--- src/rtl/execute_cycle.sv ---
// execute_cycle: execute stage of the five-stage RISC-V pipeline.
// Operand forwarding, ALU, BEQ branch resolution, and the execute/memory
// pipeline register, which freezes while the memory stage reports mem_wait.
// Optional feature macro: EXEC_MULDIV_EN. When defined, it builds an
// iterative unsigned MUL/MULHU/DIVU/REMU unit that stalls the front end
// through busy_E. When undefined, MulDivE is ignored and busy_E is always 0.
//
// Handshake: busy_E is a stall request and has no ready counterpart. While
// it is high the hazard unit holds decode, so the E inputs stay stable.
// The M register takes new contents only on edges where mem_wait is low.
module execute_cycle (
  input  logic        clk,
  input  logic        rst,
  input  logic        RegWriteE,
  input  logic        MemWriteE,
  input  logic        ResultSrcE,
  input  logic        BranchE,
  input  logic        ALUSrcE,
  input  logic [2:0]  ALUControlE,
  input  logic        MulDivE,
  input  logic [1:0]  MulDivOpE,
  input  logic [31:0] RD1_E,
  input  logic [31:0] RD2_E,
  input  logic [31:0] Imm_Ext_E,
  input  logic [31:0] PCE,
  input  logic [31:0] PCPlus4E,
  input  logic [4:0]  RD_E,
  input  logic [1:0]  ForwardA_E,
  input  logic [1:0]  ForwardB_E,
  input  logic [31:0] ResultW,
  input  logic        mem_wait,
  output logic        PCSrcE,
  output logic [31:0] PCTargetE,
  output logic        busy_E,
  output logic        RegWriteM,
  output logic        MemWriteM,
  output logic        ResultSrcM,
  output logic [4:0]  RD_M,
  output logic [31:0] PCPlus4M,
  output logic [31:0] WriteDataM,
  output logic [31:0] ALU_ResultM,
  output logic [1:0]  o_dbg_state
);

  logic [31:0] w_src_a;
  logic [31:0] w_fwd_b;
  logic [31:0] w_src_b;
  logic [31:0] w_alu_result;
  logic        w_zero;

  // Mul/div unit view seen by the M register.
  logic        w_md_done;
  logic [31:0] w_md_result;
  logic        w_md_regwrite;
  logic [4:0]  w_md_rd;

  // Operand forwarding. The select value 11 falls back to the register file.
  always_comb begin
    case (ForwardA_E)
      2'b01:   w_src_a = ResultW;
      2'b10:   w_src_a = ALU_ResultM;
      default: w_src_a = RD1_E;
    endcase
    case (ForwardB_E)
      2'b01:   w_fwd_b = ResultW;
      2'b10:   w_fwd_b = ALU_ResultM;
      default: w_fwd_b = RD2_E;
    endcase
    w_src_b = ALUSrcE ? Imm_Ext_E : w_fwd_b;
  end

  // ALU. Shifts use only the low five bits of SrcB.
  always_comb begin
    w_alu_result = '0;
    case (ALUControlE)
      3'b000:  w_alu_result = w_src_a + w_src_b;
      3'b001:  w_alu_result = w_src_a - w_src_b;
      3'b010:  w_alu_result = w_src_a & w_src_b;
      3'b011:  w_alu_result = w_src_a | w_src_b;
      3'b100:  w_alu_result = w_src_a ^ w_src_b;
      3'b101:  w_alu_result = {31'b0, ($signed(w_src_a) < $signed(w_src_b))};
      3'b110:  w_alu_result = w_src_a << w_src_b[4:0];
      default: w_alu_result = w_src_a >> w_src_b[4:0];
    endcase
  end

  assign w_zero    = (w_alu_result == 32'd0);
  assign PCTargetE = PCE + Imm_Ext_E;
  // Only BEQ resolves here. A stalled mul/div must never redirect fetch.
  assign PCSrcE    = BranchE & w_zero & ~busy_E;

`ifdef EXEC_MULDIV_EN
  typedef enum logic [1:0] {
    S_IDLE = 2'd0,
    S_RUN  = 2'd1,
    S_DONE = 2'd2
  } md_state_t;

  md_state_t   r_state;
  logic [5:0]  r_count;
  logic [1:0]  r_op;
  logic [63:0] r_acc;     // mul: running product; div: {remainder, dividend/quotient}
  logic [63:0] r_mcand;   // mul: multiplicand, shifted left each step
  logic [31:0] r_opb;     // mul: multiplier, shifted right; div: divisor
  logic [31:0] r_result;
  logic        r_md_regwrite;
  logic [4:0]  r_md_rd;

  logic [32:0] w_rem_sh;
  logic        w_rem_ge;
  logic [31:0] w_rem_sub;
  logic [63:0] w_acc_next;

  // One shift-add or restoring-divide step.
  // A divisor of 0 needs no special case. Every trial subtract succeeds,
  // so the quotient becomes all ones and the remainder becomes the dividend.
  always_comb begin
    w_rem_sh  = r_acc[63:31];
    w_rem_ge  = (w_rem_sh >= {1'b0, r_opb});
    // The difference is below the divisor, so it fits in 32 bits.
    w_rem_sub = w_rem_sh[31:0] - r_opb;
    if (r_op[1]) begin
      w_acc_next = w_rem_ge ? {w_rem_sub, r_acc[30:0], 1'b1}
                            : {w_rem_sh[31:0], r_acc[30:0], 1'b0};
    end else begin
      w_acc_next = r_opb[0] ? (r_acc + r_mcand) : r_acc;
    end
  end

  // Mul/div sequencer. RUN takes 32 iteration cycles plus one finalize cycle.
  // DONE waits for the M register to accept the result.
  always_ff @(posedge clk or negedge rst) begin
    if (!rst) begin
      r_state       <= S_IDLE;
      r_count       <= '0;
      r_op          <= '0;
      r_acc         <= '0;
      r_mcand       <= '0;
      r_opb         <= '0;
      r_result      <= '0;
      r_md_regwrite <= 1'b0;
      r_md_rd       <= '0;
    end else begin
      case (r_state)
        S_IDLE: begin
          if (MulDivE) begin
            r_state       <= S_RUN;
            r_count       <= '0;
            r_op          <= MulDivOpE;
            r_acc         <= MulDivOpE[1] ? {32'b0, w_src_a} : 64'b0;
            r_mcand       <= {32'b0, w_src_a};
            r_opb         <= w_src_b;
            r_md_regwrite <= RegWriteE;
            r_md_rd       <= RD_E;
          end
        end
        S_RUN: begin
          if (r_count == 6'd32) begin
            // The low half holds MUL and DIVU results. The high half holds MULHU and REMU results.
            r_result <= r_op[0] ? r_acc[63:32] : r_acc[31:0];
            r_state  <= S_DONE;
          end else begin
            r_count <= r_count + 6'd1;
            r_acc   <= w_acc_next;
            if (!r_op[1]) begin
              r_mcand <= {r_mcand[62:0], 1'b0};
              r_opb   <= {1'b0, r_opb[31:1]};
            end
          end
        end
        S_DONE: begin
          if (!mem_wait) r_state <= S_IDLE;
        end
        default: r_state <= S_IDLE;
      endcase
    end
  end

  assign busy_E        = (r_state != S_IDLE) | MulDivE;
  assign w_md_done     = (r_state == S_DONE);
  assign w_md_result   = r_result;
  assign w_md_regwrite = r_md_regwrite;
  assign w_md_rd       = r_md_rd;
  assign o_dbg_state   = r_state;
`else
  logic w_unused_md;
  assign w_unused_md   = ^{MulDivE, MulDivOpE};
  assign busy_E        = 1'b0;
  assign w_md_done     = 1'b0;
  assign w_md_result   = '0;
  assign w_md_regwrite = 1'b0;
  assign w_md_rd       = '0;
  assign o_dbg_state   = 2'b00;
`endif

  // Execute/memory register. It freezes on mem_wait. During a mul/div it
  // loads bubbles, then loads the finished mul/div result.
  always_ff @(posedge clk or negedge rst) begin
    if (!rst) begin
      RegWriteM   <= 1'b0;
      MemWriteM   <= 1'b0;
      ResultSrcM  <= 1'b0;
      RD_M        <= '0;
      PCPlus4M    <= '0;
      WriteDataM  <= '0;
      ALU_ResultM <= '0;
    end else if (!mem_wait) begin
      if (w_md_done) begin
        RegWriteM   <= w_md_regwrite;
        MemWriteM   <= 1'b0;
        ResultSrcM  <= 1'b0;
        RD_M        <= w_md_rd;
        ALU_ResultM <= w_md_result;
      end else if (busy_E) begin
        RegWriteM <= 1'b0;
        MemWriteM <= 1'b0;
      end else begin
        RegWriteM   <= RegWriteE;
        MemWriteM   <= MemWriteE;
        ResultSrcM  <= ResultSrcE;
        RD_M        <= RD_E;
        PCPlus4M    <= PCPlus4E;
        WriteDataM  <= w_fwd_b;
        ALU_ResultM <= w_alu_result;
      end
    end
  end

endmodule

--- config.mk ---
export PLATFORM = sky130hd
export DESIGN_NAME = execute_cycle
export DESIGN_NICKNAME = d
export VERILOG_FILES = /design/src/rtl/execute_cycle.sv
export SDC_FILE = /design/constraint.sdc
export NUM_CORES = 1
export LEC_CHECK = 0
export ABC_AREA = 1
export CORE_ASPECT_RATIO = 1.25
export CORE_MARGIN = 5
export CORE_UTILIZATION = 40
export DETAILED_ROUTE_END_ITERATION = 12
export GPL_ROUTABILITY_DRIVEN = 1
export MAX_ROUTING_LAYER = met4
export PLACE_DENSITY = 0.79
export SYNTH_ARGS = -nofsm -noshare
export SYNTH_HDL_FRONTEND = slang
export SYNTH_SLANG_ARGS = --single-unit
--- constraint.sdc ---
create_clock -name clk -period 4.3 [get_ports clk]
set_input_delay 0.645 -clock clk [delete_from_list [all_inputs] [get_ports clk]]
set_output_delay 0.645 -clock clk [all_outputs]
set_load 0.02 [all_outputs]
After elaboration in Yosys (flattened, before gate mapping)
Cells that the tools add are included.
{"block": "totals", "inputBits": 215, "register_bits": 104, "elab_cells": 33, "out_inout_bits": 140}
{"block": "classes", "n_addsub": 3, "shifts": 2, "n_lt_le_gt_ge": 1, "reduce_logical": 2, "n_eq_ne": 10, "mux": 4, "n_bitwise": 4}
{"cell": "case mux 32 bit (7 select lines)", "count": 1}
{"cell": "case mux 32 bit (2 select lines)", "count": 2}
{"cell": "adder 32 bit", "count": 2}
{"cell": "bitwise AND 32 bit", "count": 1}
{"cell": "logical NOT 32 bit", "count": 1}
{"cell": "less-than comparator 32 bit", "count": 1}
{"cell": "two-way mux 32 bit", "count": 1}
{"cell": "bitwise OR 32 bit", "count": 1}
{"cell": "left shift 32 x 5 -> 32 bit", "count": 1}
{"cell": ">> shifter 32 x 5 -> 32 bit", "count": 1}
{"cell": "subtractor 32 bit", "count": 1}
{"cell": "bitwise XOR 32 bit", "count": 1}
{"cell": "equality test 3 bit (second input constant)", "count": 3}
{"cell": "equality test 3 x 2 -> 1 bit (second input constant)", "count": 2}
{"cell": "equality test 2 x 1 -> 1 bit (second input constant)", "count": 2}
{"cell": "equality test 2 bit (second input constant)", "count": 2}
{"cell": "equality test 3 x 1 -> 1 bit (second input constant)", "count": 1}
{"cell": "logical NOT 3 bit", "count": 1}
{"cell": "bitwise AND 1 bit", "count": 1}

Longest topological paths before layout
Gate-level depths: netlist (run 1).
{"block": "logic_depth", "word_depth": 7, "mapped_depth": 32, "depth_no_buf": 29}

Least setup slack after synthesis (run 1)
OpenSTA, ideal clock, no wires.
{"block": "synth_path", "kind": "input to output", "startpoint": "input ForwardB_E[0]", "endpoint": "output PCSrcE", "n_path_buf": 4, "arrival_time_ns": 4.112, "required_time_ns": 3.655, "slack_ns": -0.457, "stages": 29, "path_cell_list": "inv_1 -> ha_1 -> inv_2 -> buf_6 -> clkbuf_1 -> clkbuf_1 -> o21ai_0 -> o21ai_0 -> ha_1 -> buf_2 -> nor2_1 -> inv_1 -> o21bai_1 -> inv_1 -> nand2_1 -> nand2_1 -> nand2_1 -> nand2_1 -> nand2_1 -> nand2_1 -> nand3_1 -> nand2_1 -> nor2_1 -> nand3_1 -> nor2_1 -> nand2_1 -> nor2_1 -> nand3_1 -> nor2_1"}
{"block": "synth_via", "elab_chain_len": 7, "elab_cells_between_ends": 15, "cone_classes": "2 x add/sub; 1 x order compare; 2 x eq/ne; 2 x shift; 3 x mux; 4 x bitwise; 1 x reduce/logical"}
{"item": "start: declaration", "line_no": "29", "rtl": "input logic [1:0] ForwardB_E,"}
{"item": "equality test 2 bit or equality test 2 x 1 -> 1 bit (tied branches)", "line_no": "64", "rtl": "case (ForwardB_E)"}
{"item": "case mux 32 bit (2 select lines) *", "line_no": "64"}
{"item": "two-way mux 32 bit *", "line_no": "69", "rtl": "w_src_b = ALUSrcE ? Imm_Ext_E : w_fwd_b;"}
{"item": "subtractor 32 bit (tied with other cells)", "line_no": "77", "rtl": "3'b001: w_alu_result = w_src_a - w_src_b;"}
{"item": "case mux 32 bit (7 select lines) *", "line_no": "75", "rtl": "case (ALUControlE)"}
{"item": "logical NOT 32 bit *", "line_no": "87", "rtl": "assign w_zero = (w_alu_result == 32'd0);"}
{"item": "bitwise AND 1 bit *", "line_no": "90", "rtl": "assign PCSrcE = BranchE & w_zero & ~busy_E;"}
{"item": "end: declaration", "line_no": "32", "rtl": "output logic PCSrcE,"}
Mark *: on every way between the ends. The rest lies on a longest branch, timed or not.

Final worst setup path (run 1)
Ends and elaborated chain as after synthesis.

==> results of run 1 <==
## where the power goes
group          internal [mW]  total (mW)  leakage, nW  switching [mW]
Combinational           3.43        7.78         13.1            4.36
Clock                  0.414       0.927        0.143           0.513
Sequential              1.12        1.23         1.29           0.114
Total                   4.96        9.95         14.5            4.99
## cells in the mapped netlist (24+ instances only)
cell	n	area, um^2
nand3_1	436	2180
nor3_1	24	120
clkbuf_1	50	188
nand2_1	895	3360
inv_1	236	886
dfrtp_1	104	2600
a21oi_1	175	876
ha_1	141	1760
o21ai_0	217	1090
nand4_1	28	175
nor2_1	240	901
buf_2	56	280
## routing by layer
layer	up-vias	track usage, %	share of wire (%)
li1	11800	-	-
met1	12400	53.9	33
met2	2196	76.2	44
met3	750	13.1	12
met4	0	37.6	11
met5	-	-	0
## registers in the layout (all words and copies together) (netlist names)
register and cells:
ResultSrcM 1, RegWriteM 1, PCPlus4M 32, MemWriteM 1, ALU_ResultM 32, RD_M 5, WriteDataM 32
## cells in the final DEF, fill, tap and decap left out, types with 16 or more instances in the layout
cell	instances
nor2_2	53
inv_1	197
o21ai_0	134
nand3_2	34
xor2_1	19
nor2_1	157
dfrtp_1	104
nand4_1	28
buf_6	20
o21ai_2	37
clkdlybuf4s50_1	307
dlygate4sd2_1	18
nor2_4	33
nand2_4	16
nand3_1	412
ha_1	104
inv_2	47
ha_4	31
a21oi_1	125
nand2_2	67
a21oi_2	40
nand2_1	823
o21ai_1	63
buf_12	17
buf_4	864
## metrics by stage
stage / std cells / cell area, um^2 / hold slack (ns)
final: 4575 / 29300 / 0.203
after CTS: 4550 / 28700 / 0.218
after detailed placement: 4401 / 26000 / 0.470
after global placement: 4401 / 26000 / 0.461
after global routing: 4574 / 29300 / 0.237
after floorplan: 2886 / 16700 / 0.349
## cell type report
type / instances / share of cell area, %
multi-input cells: 2385 / 48.0
repair buffers: 1252 / 36.2
flip-flops and latches: 104 / 8.88
inverters: 254 / 3.37
well taps: 552 / 2.36
clock buffers: 9 / 0.769
clock inverters: 7 / 0.235
diodes: 10 / 0.0854
repair inverters: 2 / 0.0513
## worst paths after layout
check,start,end,depth (start not counted)
setup / recovery,ForwardB_E[0],PCSrcE,26
setup reg to reg,ALU_ResultM[7],ALU_ResultM[21],35
hold reg to reg,PCPlus4M[1],PCPlus4M[1],2
hold / removal,rst,ALU_ResultM[25],1
min in group clk,PCPlus4M[1],PCPlus4M[1],2
max in group asynchronous,rst,RD_M[0],2
## critical path, cell delays in order
cell and delay [ns]:
buf_6 0.08, inv_2 0.04, ha_4 0.35, inv_8 0.06
buf_8 0.14, nand3_1 0.10, o21ai_2 0.09, o21ai_4 0.25
inv_2 0.09, ha_4 0.25, a21oi_1 0.22, nand2_1 0.15
buf_4 0.21, nand3_1 0.11, nand2_2 0.10, buf_4 0.15
o21ai_0 0.18, nand3_1 0.15, nor2_2 0.22, nand3_1 0.18
nor2_1 0.14, nand2_1 0.12, nor2_1 0.11, nand4_1 0.14
nor2_4 0.21, buf_6 0.15
## kinds of logic (layout without fill, tap and decap cells)
family | count (synthesis) | count (layout) | share of synthesized area (%)
AND/OR/NAND/NOR | 1694 | 1694 | 43.9
AO/OA/AOI/OAI | 512 | 512 | 17.4
buffers and inverters | 397 | 1524 | 10.3
adder cells (fa/ha/maj) | 144 | 144 | 11.0
flip-flops | 104 | 104 | 15.7
XOR/XNOR | 32 | 32 | 1.69
other | 1 | 13 | 0.0227
## timing repair
item / in CTS / in global routing
endpoints found under the hold margin: 0 / 0
endpoints found under the setup margin: 39 / 28
buffers inserted: 128 / 26
pin swaps: 155 / 97
gates cloned: 5 / 0
gates resized for setup: 500 / 156
==> impl_metrics.tcl, run 1 <==
set metrics [dict create \
    netlist_instances 2884 \
    finalCriticalPeriod_ns 5.33 \
    finalSetupViolations 4 \
    hpwl_um 88900 \
    first_iter_violations 3645 \
    grt_pass1_wl_um 163000 \
    synth_edf_count 0 \
    antenna_found_initial 10 \
    synthArstFlopShare_pct 100 \
    max_freq_mhz 188 \
    tightest_slew_ns 1.27 \
    violations "setup timing" \
    track_usage_pct 49.4 \
    cts_made_buffers 9 \
    clock_latency_ns 0.42 \
    drv_cap 0 \
    slew_violations 0 \
    fin_skew_ns 0.0205 \
    nNetsFinal 4367 \
    seq_area_um2 2600 \
    dr.pass1.iters 8 \
    yosysWarnings 0 \
    leakage_nw 14.5 \
    postCtsHoldBufs 0 \
    vias_per_cell 5.94 \
    dr_total_vias 27200 \
    period_share_pct 124 \
    crit_path_start_kind "primary input" \
    drtAntennaViolNets 0 \
    final_core_util_pct 71.4 \
    arrival_ns 4.68 \
    power.total_mw 9.95 \
    cp.required_ns 3.65 \
    status "finished, violations left" \
    drcViolationCount 0 \
    vdd_drop_max_mv 0.306 \
    die_width_um 192 \
    crit_type "primary input to output pin" \
    fin_ws_ns -1.03 \
    cp_max_fo 9 \
    grt_pass1_vias 26600 \
    dieArea_um2 45500 \
    relSlewSlack_pct 15.2 \
    end_kind "output pin" \
    io_pins 355 \
    seq_area_frac_synth_pct 15.7 \
    grt_remaining_overflow 0 \
    grt_max_degree 94 \
    area_growth_pct 77.1 \
    wire_per_inst_um 25.1 \
    clock-sinks 104 \
    gp_congestion 1.13 \
    synth_cell_type_count 51 \
    multi_input_area_um2 14100 \
    tns_ns -3.42 \
    syn_area_um2 16500 \
    r2r_slack_ns -0.48 \
    routed_wl_um 115000 \
    place_ws_ns -2.43 \
    hold_path.class "primary input to async pin" \
    start_util_pct 40.3 \
    io_buffers 348 \
    rows 83 \
    drive_above_1_share_pct 34.3 \
    finalHoldViolCount 0 \
    cts.reportedPaths.clkPinSlew_ns 0.08 \
    syn_avg_cell_area_um2 5.74 \
    clock-root-buffer "clkbuf_16" \
    clock_path_buffers 2 \
    die_h_um 237 \
    synth_seq_cells 104 \
    core_um2 41000 \
    yosys_most_used_dff "dfrtp_1" \
    ctsHtreeMaxLevel 3 \
    rsz0062_at_grt "true" \
    cellPowerDensity_nw_per_um2 339 \
    n_fill_cell 3373 \
    cts_tree "built" \
]
(Power assumes the default switching activity.)
==> inputs of run 2 (changes only) <==
- CORE_ASPECT_RATIO: 1.25 -> not set
- DONT_BUFFER_PORTS: not set -> 1
- PLACE_DENSITY: 0.79 -> 0.67
==> run 2 against run 1 <==
  * The run still ends with setup timing left
  * Clock skew is 0.010 ns lower
  * First-iteration DRC count is 16% lower
  * Final cell count is 12% lower
  * Flip-flop and latch count stayed put
  * Sequential share of layout area is 1.9 points higher
  * Sequential power is 9.8% higher
  * Count of clock-buffer cells in the layout is 1 higher
  * Non-clock buffer count is 555 lower
  * Register-to-register slack better by 1.1 ns
==> impl_metrics.tcl, run 2 (same netlist as run 1, synthesis figures left out) <==
set metrics [dict create \
    cellPowerDensity_nw_per_um2 359 \
    rsz0062_at_grt "true" \
    area_growth_pct 45.8 \
    critPathCapture "PCSrcE" \
    die_width_um 213 \
    antenna_found_initial 12 \
    finalSetupViolations 1 \
    cp.required_ns 3.65 \
    routed_wl_um 99400 \
    max_freq_mhz 202 \
    slew_violations 0 \
    rows 74 \
    regToRegStartpoint "ALU_ResultM[14]" \
    arrival_ns 4.31 \
    reg.largest.list "ALU_ResultM x32, PCPlus4M x32, WriteDataM x32" \
    clock-sinks 104 \
    status "finished, violations left" \
    gp_congestion 1.12 \
    clock-root-buffer "clkbuf_16" \
    dr_total_vias 23600 \
    crit_start "ForwardA_E[0]" \
    track_usage_pct 42.7 \
    leakage_nw 12.1 \
    multi_input_area_um2 14000 \
    tightest_slew_ns 0.828 \
    reg2reg_depth 21 \
    first_iter_violations 3073 \
    crit_type "primary input to output pin" \
    seq_area_um2 2600 \
    period_share_pct 115 \
    grt_remaining_overflow 0 \
    finalHoldViolCount 0 \
    die_h_um 213 \
    finalCriticalPeriod_ns 4.95 \
    io_pins 355 \
    final_core_util_pct 59.1 \
    crit_slowest_cell "ha_4" \
    cts_tree "built" \
    reg2reg_to "ALU_ResultM[24]" \
    layout_commonest_cell "nand2_1" \
    fin_ws_ns -0.650 \
    whs_ns 0.188 \
    dieArea_um2 45500 \
    hold_path.class "primary input to async pin" \
    ctsHtreeMaxLevel 3 \
    end_kind "output pin" \
    n_fill_cell 4003 \
    drv_cap 0 \
    drcViolationCount 0 \
    vias_per_cell 5.90 \
    io_buffers 0 \
    clock_path_buffers 2 \
    hpwl_um 79600 \
    cp_max_fo 8 \
    layout_common_cells "nand2_1 (818), buf_4 (660), nand3_1 (409)" \
    power.total_mw 8.66 \
    cp_common_cell "buf_4" \
    relSlewSlack_pct 44.6 \
    drive_above_1_share_pct 33.0 \
    cts_made_buffers 9 \
    cts.reportedPaths.clkPinSlew_ns 0.08 \
    r2r_slack_ns 0.65 \
    cpPeakStageDelay_ns 0.32 \
    dr.pass1.iters 7 \
    fin_skew_ns 0.0104 \
    grt_pass1_vias 22500 \
    drtAntennaViolNets 0 \
    violations "setup timing" \
    nNetsFinal 3811 \
    start_util_pct 40.5 \
    core_um2 40800 \
    grt_max_degree 138 \
    wire_per_inst_um 24.8 \
    crit_path_start_kind "primary input" \
    vdd_drop_max_mv 0.301 \
    clock_latency_ns 0.38 \
    grt_pass1_wl_um 143000 \
]
run 2: cell types whose count changed in the layout (fill, tap and decap cells not counted), sizes merged:
cell	delta
bufbuf	-2
inv	-4
diode	+6
clkinvlp	+1
dlygate4sd2	-18
clkdlybuf4s50	-307
buf	-217
clkdlybuf4s15	-3
clkinv	+1
clkbuf	-3
dlymetal6s2s	-4
run 2: per-layer routing:
layer	up-vias	track usage (%)	wire, um
met4	0	19.1	6280
li1	10700	-	-
met2	1529	70.5	46300
met1	11100	51.8	36900
met5	-	-	0
met3	314	6.64	9900
run 2: worst min-delay path by stage:
stage | slack [ns] | cells after the start | end
CTS | 0.20 | 1 | WriteDataM[29]
finish | 0.19 | 1 | ALU_ResultM[24]
floorplan | 0.35 | 0 | ALU_ResultM[0]
global route | 0.23 | 1 | WriteDataM[27]
detailed placement | 0.35 | 0 | ResultSrcM
global placement | 0.35 | 0 | RD_M[4]
run 2: final cells by class:
| cell class | instances | share of cell area [%] |
|---|---|---|
| Multi-Input combinational cell | 2385 | 58.0 |
| Inverter | 254 | 4.10 |
| Antenna cell | 16 | 0.166 |
| Sequential cell | 104 | 10.8 |
| Clock buffer | 10 | 0.991 |
| Timing Repair Buffer | 697 | 23.0 |
| Tap cell | 532 | 2.76 |
| Clock inverter | 6 | 0.244 |
| Timing Repair inverter | 1 | 0.0259 |
run 2: worst max-delay path, delay by kind of cell:
kind            cells  cell delay [ns]
compound gates      1             0.16
fa+ha+maj           2             0.51
buf+inv            11             1.23
simple gates       14             1.73
run 2: through the flow:
step | setup WS [ns] | cell area [um^2] | std cells | TNS [ns]
final | -0.650 | 24100 | 4005 | -0.650
after global routing | -0.752 | 24100 | 4004 | -0.752
after CTS | -0.528 | 23200 | 3958 | -0.528
after detailed placement | -1.30 | 21300 | 3893 | -4.62
after global placement | -1.34 | 21300 | 3893 | -4.12
after floorplan | 0.00454 | 16700 | 2886 | 0
run 2: what timing repair did:
item / 4_1_cts / 5_1_grt
endpoints found under the hold margin: 104 / 0
gates resized for setup: 357 / 188
hold buffers: 1 / 0
pin swaps: 122 / 142
endpoints found under the setup margin: 2 / 2
cloned: 4 / 0
buffers inserted: 45 / 32
run 2: power breakdown:
| group | switching [mW] | internal (mW) |
|---|---|---|
| registers | 0.233 | 1.12 |
| clock network | 0.445 | 0.425 |
| logic | 3.76 | 2.68 |
